`config.mk`:
```
export PLATFORM = sky130hd
export DESIGN_NAME = tdp_ram_bist_ctrl
export DESIGN_NICKNAME = d
export VERILOG_FILES = /design/src/rtl/tdp_ram_bist_ctrl.sv
export SDC_FILE = /design/constraint.sdc
export NUM_CORES = 2
export LEC_CHECK = 0
export BUFFER_PORTS_ARGS = -buffer_cell sky130_fd_sc_hd__buf_2
export CELL_PAD_IN_SITES_DETAIL_PLACEMENT = 2
export CELL_PAD_IN_SITES_GLOBAL_PLACEMENT = 2
export CORE_UTILIZATION = 39
export CTS_BUF_LIST = sky130_fd_sc_hd__clkbuf_8
export DETAILED_ROUTE_END_ITERATION = 6
export HOLD_SLACK_MARGIN = 0.1
export PLACE_DENSITY = 0.74
export REMOVE_ABC_BUFFERS = 1
export SLEW_MARGIN = 20
export SYNTH_ARGS = -nofsm -noshare
export SYNTH_HDL_FRONTEND = slang
export SYNTH_SLANG_ARGS = --single-unit
```
`constraint.sdc`:
```
create_clock -name clk -period 4 [get_ports clk]
set_clock_uncertainty 0.05 [all_clocks]
set_input_delay 0.4 -clock clk [delete_from_list [all_inputs] [get_ports clk]]
set_output_delay 0.4 -clock clk [all_outputs]
set_load 0.1 [all_outputs]
```
`src/rtl/tdp_ram_bist_ctrl.sv`:
```
// Write/read-back self-test controller for an internally inferred true dual-port RAM.
// Both ports fill disjoint regions with an incrementing pattern, then read back and compare.
module tdp_ram_bist_ctrl #(
    parameter int DW     = 16,
    parameter int AW     = 7,
    parameter int LEN    = 50,
    parameter int BASE_A = 0,
    parameter int BASE_B = 50,
    parameter int SEED_A = 0,
    parameter int SEED_B = 50,
    parameter int RD_LAT = 1
) (
    input  logic          clk,
    input  logic          rst,
    input  logic          start_w,
    input  logic          start_r,
    input  logic          inject_err,
    output logic [DW-1:0] douta,
    output logic [DW-1:0] doutb,
    output logic          dout_vld,
    output logic          done_w,
    output logic          done_r,
    output logic          busy,
    output logic          pass,
    output logic [AW+1:0] err_cnt
);
    typedef enum logic [2:0] {S_IDLE, S_WRITE, S_WAIT, S_READ, S_DRAIN} state_t;

    localparam logic [AW-1:0] BA    = AW'(BASE_A);
    localparam logic [AW-1:0] BB    = AW'(BASE_B);
    localparam logic [DW-1:0] SA    = DW'(SEED_A);
    localparam logic [DW-1:0] SB    = DW'(SEED_B);
    localparam logic [AW:0]   LAST  = (AW+1)'(LEN - 1);
    localparam logic [AW:0]   DLAST = (AW+1)'(RD_LAT - 1);

    logic [DW-1:0] mem [2**AW];

    state_t          state_q, state_d;
    logic [AW:0]     cnt_q, cnt_d, cmp_q, cmp_d;
    logic [AW+1:0]   err_q, err_d;
    logic            pass_q, pass_d, busy_q, busy_d;
    logic            done_w_q, done_w_d, done_r_q, done_r_d;
    logic [RD_LAT-1:0] vld_q, vld_d;
    logic [DW-1:0]   ram_a_q, ram_a_d, ram_b_q, ram_b_d;
    logic [DW-1:0]   out_a_q, out_a_d, out_b_q, out_b_d;

    logic            wr, rd, mism_a, mism_b;
    logic [AW-1:0]   addr_a, addr_b;
    logic [DW-1:0]   wdata_a, wdata_b;

    assign wr      = (state_q == S_WRITE);
    assign rd      = (state_q == S_READ);
    assign addr_a  = BA + cnt_q[AW-1:0];
    assign addr_b  = BB + cnt_q[AW-1:0];
    assign wdata_a = (SA + DW'(cnt_q)) ^ DW'(inject_err);
    assign wdata_b = SB + DW'(cnt_q);

    assign douta    = (RD_LAT == 2) ? out_a_q : ram_a_q;
    assign doutb    = (RD_LAT == 2) ? out_b_q : ram_b_q;
    assign dout_vld = vld_q[RD_LAT-1];
    assign done_w   = done_w_q;
    assign done_r   = done_r_q;
    assign busy     = busy_q;
    assign pass     = pass_q;
    assign err_cnt  = err_q;

    // Port B write is issued last so it wins when both ports hit one address.
    always_ff @(posedge clk) begin
        if (wr) mem[addr_a] <= wdata_a;
        if (wr) mem[addr_b] <= wdata_b;
    end

    // Expected pattern is rebuilt from a compare-side index, not pipelined from the read side.
    assign mism_a = dout_vld && (douta != SA + DW'(cmp_q));
    assign mism_b = dout_vld && (doutb != SB + DW'(cmp_q));

    always_comb begin
        state_d  = state_q;
        cnt_d    = cnt_q;
        cmp_d    = cmp_q;
        err_d    = err_q;
        pass_d   = pass_q;
        done_w_d = 1'b0;
        done_r_d = 1'b0;
        vld_d    = RD_LAT'({vld_q, rd});
        ram_a_d  = rd ? mem[addr_a] : ram_a_q;
        ram_b_d  = rd ? mem[addr_b] : ram_b_q;
        out_a_d  = ram_a_q;
        out_b_d  = ram_b_q;

        if (dout_vld) begin
            cmp_d = cmp_q + 1'b1;
            err_d = err_q + (AW+2)'(mism_a) + (AW+2)'(mism_b);
        end

        case (state_q)
            S_IDLE: if (start_w) begin
                state_d = S_WRITE;
                cnt_d   = '0;
            end
            S_WRITE: if (cnt_q == LAST) begin
                state_d  = S_WAIT;
                cnt_d    = '0;
                done_w_d = 1'b1;
            end else cnt_d = cnt_q + 1'b1;
            S_WAIT: if (start_r) begin
                state_d = S_READ;
                cnt_d   = '0;
                cmp_d   = '0;
                err_d   = '0;
                pass_d  = 1'b0;
            end
            S_READ: if (cnt_q == LAST) begin
                state_d = S_DRAIN;
                cnt_d   = '0;
            end else cnt_d = cnt_q + 1'b1;
            S_DRAIN: if (cnt_q == DLAST) begin
                state_d  = S_IDLE;
                done_r_d = 1'b1;
                pass_d   = (err_d == '0);
            end else cnt_d = cnt_q + 1'b1;
            default: state_d = S_IDLE;
        endcase

        busy_d = (state_d == S_WRITE) || (state_d == S_READ) || (state_d == S_DRAIN);
    end

    always_ff @(posedge clk or posedge rst) begin
        if (rst) begin
            state_q  <= S_IDLE;
            cnt_q    <= '0;
            cmp_q    <= '0;
            err_q    <= '0;
            pass_q   <= 1'b0;
            busy_q   <= 1'b0;
            done_w_q <= 1'b0;
            done_r_q <= 1'b0;
            vld_q    <= '0;
            ram_a_q  <= '0;
            ram_b_q  <= '0;
            out_a_q  <= '0;
            out_b_q  <= '0;
        end else begin
            state_q  <= state_d;
            cnt_q    <= cnt_d;
            cmp_q    <= cmp_d;
            err_q    <= err_d;
            pass_q   <= pass_d;
            busy_q   <= busy_d;
            done_w_q <= done_w_d;
            done_r_q <= done_r_d;
            vld_q    <= vld_d;
            ram_a_q  <= ram_a_d;
            ram_b_q  <= ram_b_d;
            out_a_q  <= out_a_d;
            out_b_q  <= out_b_d;
        end
    end
endmodule
```
# --- Word level (Yosys, flattened, before mapping) ---
# Memory sizes are Yosys's and may differ from the RTL's. A register that Yosys moved wholly into a read port is not among the register bits.
# Index checks and enable logic that the tools add are counted.
word_totals:
  ram_bits: 1152
  mem_count: 1
  inputBits: 5
  elab_cells: 72
  ff_bits: 65
  output_inout_bits: 46
op_classes:
  add_sub_neg: 7
  n_mux: 26
  n_eq_ne: 14
  bitwise: 1
  reduce_logical: 12
memory_table:
  columns: ["name", "depth", "word_bits", "rd", "rd_ports_with_merged_regs", "write_ports", "line_no", "text"]
  rows:
  - ["mem", 128, 9, 2, 2, 2, "36", "logic [DW-1:0] mem [2**AW];"]
op_table:
  columns: ["op", "count"]
  rows:
  - ["8-bit 2-to-1 mux", 7]
  - ["8-bit case mux with 4 select lines", 1]
  - ["9-bit 2-to-1 mux", 3]
  - ["6-bit by 8-bit adder with 9-bit output, first input constant", 2]
  - ["9-bit by 1-bit adder with 9-bit output", 2]
  - ["8-bit by 1-bit adder with 8-bit output, second input constant", 2]
  - ["16-bit by 8-bit != test with 1-bit output", 1]
  - ["16-bit by 9-bit != test with 1-bit output", 1]
  - ["3-bit 2-to-1 mux", 5]
  - ["3-bit case mux with 5 select lines", 1]
  - ["3-bit by 2-bit == test with 1-bit output, second input constant", 3]
  - ["9-bit logical NOT", 1]
  - ["8-bit by 6-bit == test with 1-bit output, second input constant", 1]
  - ["8-bit logical NOT", 1]
  - ["1-bit 2-to-1 mux", 8]
  - ["2-bit != test, second input constant", 4]
  - ["8-bit by 1-bit XOR with 8-bit output", 1]
  - ["6-bit by 7-bit adder with 7-bit output, first input constant", 1]
  - ["3-bit by 1-bit == test with 1-bit output, second input constant", 2]
  - ["3-bit == test, second input constant", 2]
  - ["4-bit AND reduction", 1]
  - ["4-bit nonzero test", 1]
  - ["3-bit logical NOT", 1]
  - ["3-bit AND reduction", 1]
  - ["other kinds (5)", 7]

# --- Logic depth before layout (Yosys ltp) ---
logic_depth:
  word_depth: 8
  mapped_depth: 18
  mapped_depth_nobuf: 15

# --- Least setup slack after synthesis ---
# OpenSTA, ideal clock, no wires.
synth_path:
  path_kind: "reg2reg"
  start: "register cnt_q[1]"
  end: "register ram_b_q[1] (netlist: doutb[1]) (read register of mem)"
  path_slack_ns: 0.052
  required_time_ns: 3.826
  period_less_slack_ns: 3.948
  n_path_buf: 9
  stages_incl_launch_ff: 17
  arrival_time_ns: 3.775
  path_cell_list: "dfrtp_1 -> buf_2 -> buf_4 -> inv_1 -> buf_4 -> buf_4 -> buf_6 -> clkbuf_1 -> ha_1 -> buf_2 -> buf_2 -> buf_1 -> mux2i_1 -> o22ai_1 -> nor4_1 -> nor4_1 -> a211o_1"
synth_between:
  elab_chain_len: 1
synth_lines:
  columns: ["item", "line_no", "text"]
  rows:
  - ["from (decl)", "39", "logic [AW:0] cnt_q, cnt_d, cmp_q, cmp_d;"]
  - ["from (signal assigned)", "145", "cnt_q <= cnt_d;"]
  - ["6-bit by 7-bit adder with 7-bit output", "54", "assign addr_b = BB + cnt_q[AW-1:0];"]
  - ["to (decl)", "44", "logic [DW-1:0] ram_a_q, ram_a_d, ram_b_q, ram_b_d;"]
# Every way passes these cells.
# A chain may end at the register's enable or synchronous reset.

==> metrics.txt <==
status finished, violations left; violated checks setup timing; CP Launch Type register; Worst-path clk slew roughly 70 ps; Final ANT Viol Nets 0; LEAKAGE roughly 27 nW; Worst Hold Depth 4; post-DR vias/cell 6.42; FF+latch area roughly 0.036 mm2; area taken by multi-input logic gates ~0.026 mm2; clk_lat worst skew roughly 1000 ps; ys async rst share 4.24%; wire per inst around 36 um; Syn Inst Count 5242; die height around 410 um; port bufs 36; part of the power in registers between 20% and 30%; Slew Limit Fails 0; Worst IR Drop VDD 0.635 mV; total track usage 33.6%; Int Power 33.1 mW; max cap viols 0; Final min period between 4000 and 5000 ps; dpl hpwl 197000 um; initial antenna violation count 22; Initial DRC Count 6721; Post-CTS Repair Setup Buffers 0; # DRC 0; cell mode on critical path buf_4; register area share after synthesis a little under three fifths; R2R cell count 9; Final Util between 40 and 50%; Final Routed Wirelength 285000 um; reg2reg setup slack -80 ps; worst path arrival time 4860 ps; PD cells 883 mW/mm2; synth unique cells between 60 and 70; CORE AREA approximately 0.16 mm2; crit end category register; mapped cell area between 0.06 and 0.07 mm2; Max stage delay cell, worst path or4_1; Die Wd 408 um; Largest stage delay, worst path 640 ps; Logic pwr share 56.1%; Max FO, Critical Path between 60 and 70; CP bufs+invs 3; routability cong. slightly below 1; Area growth syn-to-layout 13.7%; RSZ-0062 raised after global routing false; Tot Pwr 64.5 mW; register bit total from synthesis 1203; vias post-DR ~50k; vias in the first global route about 53k; worst slew pin tran 1090 ps; clk sink count ~1.2k; Top FF cell, synth edfxtp_1; row count roughly 150; drt first pass iters 5; CP delay by family, top compound AO/OA/AOI/OAI gates; Sw Ratio between 40 and 50%; Crit Reg-Reg Startpoint cnt_q[1]; TritonCTS buffer count 213; DIE AREA approximately 0.17 mm2; I/O pins 51; CP Class reg2reg; Sw Pwr approximately 31 mW; f_max 245 MHz; Hold EP mem[97][0]; fin nets approximately 5.5k; Tcrit/Tclk final 102%; pin count of the biggest net entering global routing roughly 130; critical path data required time ~4800 ps; global-route wire length before repair between 400000 and 500000 um; final worst slack -78.3 ps; HP Start inject_err; CTS tree done; fillers about 16k; Longest Clk Path Bufs 3; Ys Warns 0; Fin. Hold Viols 0; Worst slew margin 27.1%; worst min path class in2reg; gr ovfl total 0; Root Buffer clkbuf_8; worst path cell trace buf_12, nand2b_4, buf_4, o22ai_1, o21ai_0, buf_4, a41oi_1, or4_1, o22a_1; Starting Density 39.4%; layout cells sized above 1 ~22%; Final Hold Slack 61.2 ps; H-Tree Level Count 4; Post-synth EDFFs 1152; setup violators final 1; clock power share approximately 17%; Avg Inst Size Synth approximately 12 um2; Critical R2R Capture douta[6]
how the worst max path moves through the flow:
stage | start | cells past startpoint | endpoint | slack (ps)
global placement | cnt_q[1] | 9 | doutb[5] | 230
detailed placement | cnt_q[1] | 9 | doutb[5] | 120
finish | cnt_q[1] | 9 | douta[6] | -80
floorplan | cnt_q[0] | 2 | mem[18][0] | -36830
CTS | cnt_q[1] | 9 | mem[96][1] | 50
global route | cnt_q[1] | 11 | doutb[3] | 20
cells in the final DEF (no fill, tap or decap), drive strengths merged, types with 6 or more instances in the layout:
cell type / n
a2111oi: 7
a211oi: 23
a21oi: 83
a221oi: 33
a22o: 28
a22oi: 138
a31oi: 14
a32oi: 29
a41oi: 25
and2: 133
buf: 538
clkbuf: 215
clkinv: 85
clkinvlp: 6
conb: 78
dfrtp: 51
diode: 6
edfxtp: 1152
ha: 11
inv: 96
mux2: 51
mux2i: 647
mux4: 142
nand2: 314
nand2b: 79
nand3: 64
nand4: 11
nor2: 362
nor2b: 150
nor3: 33
nor4: 10
o211ai: 8
o21ai: 334
o22ai: 318
o311ai: 6
or2: 177
xnor2: 153
xor2: 19
sequential cells by signal (all words and copies together), names as in the netlist:
name,count
done_r,1
dout_vld,1
mem,1152
done_w,1
state_q,3
cnt_q,8
cmp_q,8
err_cnt,9
busy,1
doutb,9
douta,9
pass,1
timing repair:
action | 4_1_cts | 5_1_grt
hold endpoints to repair | 72 | 0
hold buffers | 5 | 0
setup endpoints to repair | 0 | 41
gates resized for setup | 0 | 4
metrics by stage:
stage               instance area [um2]  setup TNS, ps  instances  setup slack (ps)
floorplan                         61700              -       4738            -36830
global placement                  69100              0       7451               232
detailed placement                69100              0       7451               117
CTS                               73000              0       7850              45.6
global route                      73000              0       7854              15.5
finish                            73000          -78.3       7856             -78.3
layout make-up:
cell class / count / area share, %
diodes: 6 / 0.0206
clock buffers: 215 / 4.05
clock inverters: 179 / 1.15
inverters: 10 / 0.0651
multi-input cells: 3525 / 35.7
flip-flops and latches: 1203 / 49.2
well taps: 2175 / 3.73
repair buffers: 543 / 6.16
cells in the mapped netlist (all sizes together) (51+ instances only):
master	n	area share (%)
nand2	314	1.9
nand2b	79	0.77
nand3	64	0.50
xnor2	153	2.1
edfxtp	1152	54
mux4	142	5.0
mux2	51	0.89
nor2	362	2.2
o22ai	318	3.1
a22oi	138	1.6
a21oi	83	0.65
o21ai	334	2.6
dfrtp	51	2.0
mux2i	647	10
clkbuf	333	1.9
nor2b	150	1.5
and2	133	1.3
or2	177	1.7
buf	248	2.3
worst min-delay path, stage by stage:
cell	delay, ps
buf_2	120
xnor2_2	80
buf_12	210
o21ai_0	150
logic make-up after synthesis:
logic type               synth area share [%]
other                                 0.00584
buffers and inverters                    4.36
AND/OR/NAND/NOR                          10.5
flip-flops                               55.9
adder cells (fa/ha/maj)                 0.246
XOR/XNOR                                 2.39
AO/OA/AOI/OAI                            10.7
multiplexers                             16.0
routing by layer:
metal,wire (um),GRT usage [%]
met1,110000,43.4
met2,130000,52.7
met3,29400,8.17
met4,15800,16.8
met5,81,0
power groups by stage:
stage / Sequential [mW] / Clock (mW) / Combinational, mW
after floorplan: 18.8 / 0 / 13.4
after global placement: 17.6 / 0 / 33.6
after detailed placement: 17.7 / 0 / 34.8
after CTS: 17.4 / 10.9 / 34.9
after global routing: 17.5 / 11.4 / 36.6
final: 17.5 / 10.8 / 36.2
(Power assumes the default switching activity.)
